[config.mk]
export PLATFORM = sky130hd
export DESIGN_NAME = fir_mac_sequencer
export DESIGN_NICKNAME = d
export VERILOG_FILES = /design/src/rtl/fir_pkg.sv /design/src/rtl/fir_ring_ptr.sv /design/src/rtl/fir_mac_sequencer.sv
export SDC_FILE = /design/constraint.sdc
export NUM_CORES = 1
export LEC_CHECK = 0
export ABC_AREA = 1
export CAP_MARGIN = 10
export CORE_AREA = 2 2 87 89
export DETAILED_ROUTE_END_ITERATION = 8
export DIE_AREA = 0 0 89 91
export PLACE_DENSITY = 0.9
export SLEW_MARGIN = 15
export SYNTH_ARGS = -nofsm -noshare
export SYNTH_HDL_FRONTEND = slang
export SYNTH_SLANG_ARGS = --single-unit
export TNS_END_PERCENT = 30
[constraint.sdc]
create_clock -name clk_i -period 2 [get_ports clk_i]
set_input_delay 0.4 -clock clk_i [delete_from_list [all_inputs] [get_ports clk_i]]
set_output_delay 0.4 -clock clk_i [all_outputs]
set_load 0.005 [all_outputs]
[src/rtl/fir_pkg.sv]
// fir_pkg: shared state encoding and default sizes for the FIR MAC sequencer.
package fir_pkg;
  localparam int NUM_TAPS_DEF = 64;
  localparam int DATA_W_DEF = 16;
  localparam int ACC_W_DEF = 40;
  typedef enum logic [2:0] {
    S_CLEAR,
    S_IDLE,
    S_RUN,
    S_DRAIN,
    S_CAPTURE,
    S_OUT
  } fir_seq_state_e;
endpackage

[src/rtl/fir_ring_ptr.sv]
// fir_ring_ptr: ADDR_W modular counter with clear, increment and wrapped offset-subtract output.
module fir_ring_ptr #(
  parameter int ADDR_W = 6
) (
  input  logic              clk_i,
  input  logic              rst_i,
  input  logic              clr_i,
  input  logic              inc_i,
  input  logic [ADDR_W-1:0] off_i,
  output logic [ADDR_W-1:0] ptr_o,
  output logic [ADDR_W-1:0] sub_o
);
  logic [ADDR_W-1:0] ptr_q, ptr_d;
  always_comb ptr_d = clr_i ? '0 : inc_i ? ptr_q + ADDR_W'(1) : ptr_q;
  always_ff @(posedge clk_i) begin
    if (rst_i) ptr_q <= '0;
    else ptr_q <= ptr_d;
  end
  assign ptr_o = ptr_q;
  assign sub_o = ptr_q - off_i;
endmodule

[src/rtl/fir_mac_sequencer.sv]
// fir_mac_sequencer: walks one shared MAC through all taps per sample over a circular delay line.
module fir_mac_sequencer
  import fir_pkg::*;
#(
  parameter int NUM_TAPS = NUM_TAPS_DEF,
  parameter int ADDR_W = $clog2(NUM_TAPS),
  parameter int DATA_W = DATA_W_DEF,
  parameter int ACC_W = ACC_W_DEF
) (
  input  logic              clk_i,
  input  logic              rst_i,
  input  logic [DATA_W-1:0] sample_i,
  input  logic              sample_valid_i,
  output logic              sample_ready_o,
  input  logic              flush_i,
  output logic              dl_we_o,
  output logic [ADDR_W-1:0] dl_waddr_o,
  output logic [DATA_W-1:0] dl_wdata_o,
  output logic              rd_en_o,
  output logic [ADDR_W-1:0] dl_raddr_o,
  output logic [ADDR_W-1:0] coeff_raddr_o,
  output logic              mac_clear_o,
  output logic              mac_en_o,
  output logic              mac_last_o,
  input  logic [ACC_W-1:0]  acc_i,
  output logic [ACC_W-1:0]  result_o,
  output logic              result_valid_o,
  input  logic              result_ready_i,
  output logic              busy_o
);
  fir_seq_state_e state_q, state_d;
  logic [ADDR_W-1:0] head, k, k_sub, rd_addr;
  logic [2:0] strb_q, strb_d;
  logic [ACC_W-1:0] result_q, result_d;
  logic k_last, accept;
  assign k_last = k == ADDR_W'(NUM_TAPS - 1);
  assign accept = state_q == S_IDLE && !flush_i && sample_valid_i;
  // head - k gives the delay-line slot of tap k; k = 0 is the newest sample
  fir_ring_ptr #(.ADDR_W(ADDR_W)) u_head (
    .clk_i(clk_i),
    .rst_i(rst_i),
    .clr_i(state_q == S_CLEAR && k_last),
    .inc_i(state_q == S_CAPTURE),
    .off_i(k),
    .ptr_o(head),
    .sub_o(rd_addr)
  );
  fir_ring_ptr #(.ADDR_W(ADDR_W)) u_tap (
    .clk_i(clk_i),
    .rst_i(rst_i),
    .clr_i(state_q == S_IDLE),
    .inc_i(state_q == S_CLEAR || state_q == S_RUN),
    .off_i('0),
    .ptr_o(k),
    .sub_o(k_sub)
  );
  always_comb begin
    state_d = state_q;
    case (state_q)
      S_CLEAR:   state_d = k_last ? S_IDLE : S_CLEAR;
      S_IDLE:    state_d = flush_i ? S_CLEAR : sample_valid_i ? S_RUN : S_IDLE;
      S_RUN:     state_d = k_last ? S_DRAIN : S_RUN;
      S_DRAIN:   state_d = S_CAPTURE;
      S_CAPTURE: state_d = S_OUT;
      S_OUT:     state_d = result_ready_i ? S_IDLE : S_OUT;
      default:   state_d = S_CLEAR;
    endcase
  end
  assign sample_ready_o = state_q == S_IDLE && !flush_i;
  assign dl_we_o = state_q == S_CLEAR || accept;
  assign dl_waddr_o = state_q == S_CLEAR ? k : head;
  assign dl_wdata_o = accept ? sample_i : '0;
  assign rd_en_o = state_q == S_RUN;
  assign dl_raddr_o = rd_en_o ? rd_addr : '0;
  assign coeff_raddr_o = rd_en_o ? k_sub : '0;
  // MAC strobes trail the RAM reads by the one-cycle read latency
  assign strb_d = {rd_en_o, rd_en_o && k == '0, rd_en_o && k_last};
  assign mac_en_o = strb_q[2];
  assign mac_clear_o = strb_q[1];
  assign mac_last_o = strb_q[0];
  assign result_d = state_q == S_CAPTURE ? acc_i : result_q;
  assign result_o = result_q;
  assign result_valid_o = state_q == S_OUT;
  assign busy_o = state_q != S_IDLE;
  always_ff @(posedge clk_i) begin
    if (rst_i) begin
      state_q <= S_CLEAR;
      strb_q <= '0;
      result_q <= '0;
    end else begin
      state_q <= state_d;
      strb_q <= strb_d;
      result_q <= result_d;
    end
  end
endmodule

# == Word level (Yosys, flattened, before mapping) ==
# Index checks and enable logic that the tools add are counted.
# op_classes
add_sub_neg,3
multipliers,0
n_div,0
magnitude_cmp,0
n_eq_ne,7
shift,0
mux,10
bitwise,0
n_reduce_logical,12
# ops
op,n
$mux W6,3
$pmux W3 S6,1
$mux W16,1
$add A6 B1 Y6 const B,2
$eq A3 B2 Y1 const B,2
$eq A3 B3 Y1 const B,2
$eq A6 B6 Y1 const B,1
$logic_not A6 Y1,1
$sub A6 B6 Y6,1
$logic_and A1 B1 Y1,5
$mux W2,2
$reduce_or A2 Y1,2
$eq A3 B1 Y1 const B,1
$logic_not A3 Y1,1
$mux W3,1
$ne A3 B1 Y1 const B,1
$logic_or A1 B1 Y1,2
$mux W1,2
$logic_not A1 Y1,1
# totals
regBits,58
latch_bits,0
mem_bits_rw,0
rom_bits,0
input_bits,61
output_inout_bits,82
wordCells,37
mem_count,0

# == Longest topological paths before layout ==
# depth
ltp_word,4
ltp_mapped,11
ltp_nobuf,10

# == Modules after synthesis ==
# Synthesis repeated with hierarchy kept, for this count alone.
# hier_totals
hier_cells,453
area_unflattened_um2,3086.7
# modules_own_cells
mod,n_inst,cells_per_inst,area_per_inst_um2,seq_area_each_um2
fir_mac_sequencer,1,301,2090.8,920.9
fir_ring_ptr,2,76,498.0,120.1

# == Worst setup path before layout ==
# OpenSTA, ideal clock, no wires.
# synth_path
path_kind,reg2out
start,reg u_head.ptr_q[0] (netlist: u_head.ptr_o[0])
end,out dl_raddr_o[4]
t_arrival_ps,1449
required_time_ps,1600
path_slack_ps,151
path_stages_with_launch,10
path_buffers,0
path_cell_list,dfxtp_1 -> inv_1 -> ha_1 -> inv_1 -> fa_1 -> nand2_1 -> nand2_1 -> a21oi_1 -> xor2_1 -> nor2_1
# synth_between
elab_chain_len,2
# synth_rtl
element,line_no,rtl
from (decl),fir_ring_ptr.sv:13,"logic [ADDR_W-1:0] ptr_q, ptr_d;"
from (signal assigned),fir_ring_ptr.sv:17,else ptr_q <= ptr_d;
$sub A6 B6 Y6,fir_ring_ptr.sv:20,assign sub_o = ptr_q - off_i;
$mux W6,fir_mac_sequencer.sv:74,assign dl_raddr_o = rd_en_o ? rd_addr : '0;
to (decl),fir_mac_sequencer.sv:20,"output logic [ADDR_W-1:0] dl_raddr_o,"
# Every way passes these cells.

# == Final worst setup path ==
# Ends and elaborated chain as after synthesis.

==> key figures <==
Status
  • Run status: complete, but fails checks
  • Failing checks: negative setup slack

GRT
  • Vias in the first global route: about 3200
  • Wire length of the first global-routing pass: approximately 14000 um
  • Largest net degree at the start of global routing: 45
  • Antenna violations before repair: 0
  • Overflow left after global routing: 0
  • Total global-route track usage: between 20% and 30%

Layout
  • Fraction of final layout cells with drive strength greater than 1: 27.05%
  • Final core utilization: 68.37%
  • Antenna Cells: 0
  • Synthesis-to-finish area growth: 76.79%
  • Post-route cell area: 4880 um2
  • NumNets Final: 638

CTS
  • Clock transition at the registers of the reported paths: 0.07 ns
  • H-tree Lvls: 3
  • Cts-stage hold buffer count: 0
  • Number of buffers added by the clock tree synthesis step: 9
  • Clock tree sinks: 58
  • Root Buffer: clkbuf_8
  • Bufs on Longest Clock Path: 2
  • TritonCTS clock tree: built
  • Clock latency on the worst-skew pair: 0.32 ns

Worst hold path
  • Launch point of the worst hold path: result_o[3]
  • Min-Delay Path Depth: 2
  • Kind of path behind the tightest hold check: register to register
  • Hold Path End: result_o[3]

STA
  • Transition at the pin with the smallest max-transition slack: just under 0.5 ns
  • Setup tns final: -0.4451 ns
  • Unrepaired setup endpoints after global routing: yes
  • Final Skew: 0.007154 ns
  • Minimum setup slack in the final design: -0.2216 ns
  • Headroom to the max-slew limit: 67.35%
  • Max Freq: 0.4501 GHz
  • Ratio of final minimum period to clock period: 111.1%
  • Final Hold Fails: 0
  • Number of max-slew violations in the final report: 0
  • Hold WS: a little under 0.5 ns
  • Min Tclk post-route: between 2 and 2.5 ns
  • # setup viols final: 5

Floorplan
  • Die Height: about 91 um
  • Initial core utilization: 38.67%
  • FP Rows: 31
  • Area of the die: between 8000 and 9000 um2
  • Area inside the core boundary: 7137 um2
  • Width of the die: 89 um
  • I/O pin cnt: 143

Worst setup path
  • Worst R2R Start: u_tap.ptr_o[0]
  • R2R Setup Slk: about 0.52 ns
  • Critical Path Start Type: register
  • Critical Setup Path Class: register to output port
  • Worst reg2reg endpoint: u_head.ptr_o[0]
  • CP arrival: approximately 1.8 ns
  • Data required, critical path: 1.60 ns
  • Length in cells of the worst reg-to-reg path: 7
  • Kind of end point of the critical path: output port
  • Largest fanout of any net on the critical path: 2

Placed design
  • Dpl hpwl: approximately 6500 um
  • Worst setup slack before clock tree synthesis: -0.3414 ns
  • Cell area after placement: 4471 um2
  • Final Wtd Congestion: 0.8837
  • Count of buffers from port buffering: 142

Drt
  • Initial DRC Count: roughly 110
  • Via count: 3232
  • Post-DR vias/cell: 4.810
  • DR DRC count: 0
  • Wire length reported by the detailed router: about 9300 um
  • Antenna violation net count after detailed routing: 0
  • WL/cell: ~14 um
  • Drt first pass iters: 5

Power and ir drop
  • Maximum VDD drop: approximately 0.00028 V
  • Leakage power: 2.026 nW
  • Power per standard cell area: 523.1 nW/um2

Synth
  • Netlist Area Pre-Place: between 2000 and 3000 um2
  • Yosys reg bits: 58
  • Gate count of the mapped netlist: 383
  • Average footprint of a synthesized cell: roughly 7 um2
  • Synthesized-area fraction occupied by and/or/nand/nor cells: 30.28%
  • Area share of fa/ha/maj cells after synthesis: 4.352%
  • Library cells used by synthesis: 29
  • Mux contribution to synthesized area: 0%
  • Synthesized-area fraction occupied by ao, oa, aoi and oai cells: between 10% and 20%
  • Dominant combinational cell family by area after synthesis: simple AND/OR/NAND/NOR gates
  • Count of yosys warnings during synthesis: 0
  • Syn_nets: 453
  • Synthesized-area fraction occupied by xor and xnor cells: approximately 1.6%
  • Share of synthesized area occupied by flip-flops and latches: 42.07%

Job
  • Maximum capacitance violations: 0
[what timing repair did]
| item | CTS | global route |
|---|---|---|
| cloned | 3 | 0 |
| setup buffers | 10 | 3 |
| endpoints found under the setup margin | 38 | 36 |
| pin swaps | 17 | 14 |
| gates resized for setup | 112 | 50 |
[critical path: stages, from the launching register on]
cell and delay, ns:
dfxtp_2 0.32, inv_2 0.07, ha_4 0.14, inv_2 0.04, fa_2 0.33, nand2_1 0.07
nand2_1 0.06, a21oi_2 0.13, xor2_1 0.16, nor2_1 0.06, buf_2 0.12
[layout by cell type, fill, tap and decap left out, types with 10 or more instances in the layout]
cell / Yosys / routed
a21oi_1: 13 / 11
buf_4: 5 / 40
clkbuf_2: 0 / 15
clkbuf_8: 0 / 11
clkdlybuf4s15_1: 0 / 10
clkdlybuf4s50_1: 0 / 102
dfxtp_1: 58 / 46
inv_1: 38 / 30
nand2_1: 44 / 40
nor2_1: 109 / 102
nor2_2: 11 / 16
o21ai_0: 47 / 46
[final cells by class]
class	instances	area, um2
fill	591	2257
timing repair buffer	187	1693
multi-input combinational	269	1498
sequential	58	1186
inverter	43	173.9
clock buffer	12	155.1
tap	99	123.9
clock inverter	4	50.05
[worst max path at each step]
stage,startpoint,to,slack [ns],cells past startpoint
6_report,u_head.ptr_o[0],dl_raddr_o[4],-0.22,10
5_1_grt,u_head.ptr_o[0],dl_raddr_o[4],-0.29,10
4_1_cts,u_head.ptr_o[0],dl_raddr_o[4],-0.25,10
3_5_place_dp,u_head.ptr_o[0],dl_raddr_o[4],-0.34,10
3_3_place_gp,u_head.ptr_o[0],dl_raddr_o[4],-0.29,10
2_1_floorplan,u_head.ptr_o[0],dl_raddr_o[4],0.15,9
[cell families (layout without fill, tap and decap cells)]
kind of cell    after synthesis  in the layout
buf+inv                      59            246
fa+ha+maj                     9              9
xor+xnor                      5              5
flops                        58             58
compound gates               65             65
simple gates                187            190
[through the flow]
step                      total power [W]  cells
after floorplan                  0.001280    383
after global placement           0.001447    640
after detailed placement         0.001453    640
after CTS                        0.002570    669
after global routing             0.002665    672
final                            0.002553    672
[registers in the layout, indices dropped and copies added, names as in the netlist]
signal        count
u_tap.ptr_o       6
state_q           3
strb_q            3
result_o         40
u_head.ptr_o      6
[routing by layer]
layer	global-route usage, %	up-vias	part of all wire (%)
met1	25.28	1499	40
met5	0	-	0
li1	-	1576	-
met2	39.30	131	50
met4	9.080	0	2.6
met3	5.182	26	7.4
[power breakdown]
group | leakage, nW | switching (W) | internal (W) | total, W
Sequential | 0.474 | 0.00000574 | 0.00116 | 0.00116
Clock | 0.0986 | 0.000451 | 0.000641 | 0.00109
Combinational | 1.45 | 0.000122 | 0.000176 | 0.000298
[synthesized netlist by cell type (all sizes together)]
| library cell | number | area, um2 |
|---|---|---|
| nor2 | 125 | 543.0 |
| dfxtp | 58 | 1161 |
| o21ai | 48 | 240.2 |
| nand2 | 47 | 193.9 |
| inv | 43 | 166.4 |
| a21oi | 13 | 65.06 |
| buf | 12 | 85.08 |
| ha | 8 | 100.1 |
| nand3 | 8 | 52.55 |
| xor2 | 5 | 43.79 |
| clkbuf | 4 | 15.01 |
| nand4 | 3 | 18.77 |
| nor3 | 3 | 15.01 |
| a31oi | 2 | 12.51 |
| fa | 1 | 20.02 |
| nor4 | 1 | 12.51 |
| o21a | 1 | 7.510 |
| o21bai | 1 | 7.510 |
Note: power is estimated with default switching activity, not from simulation.
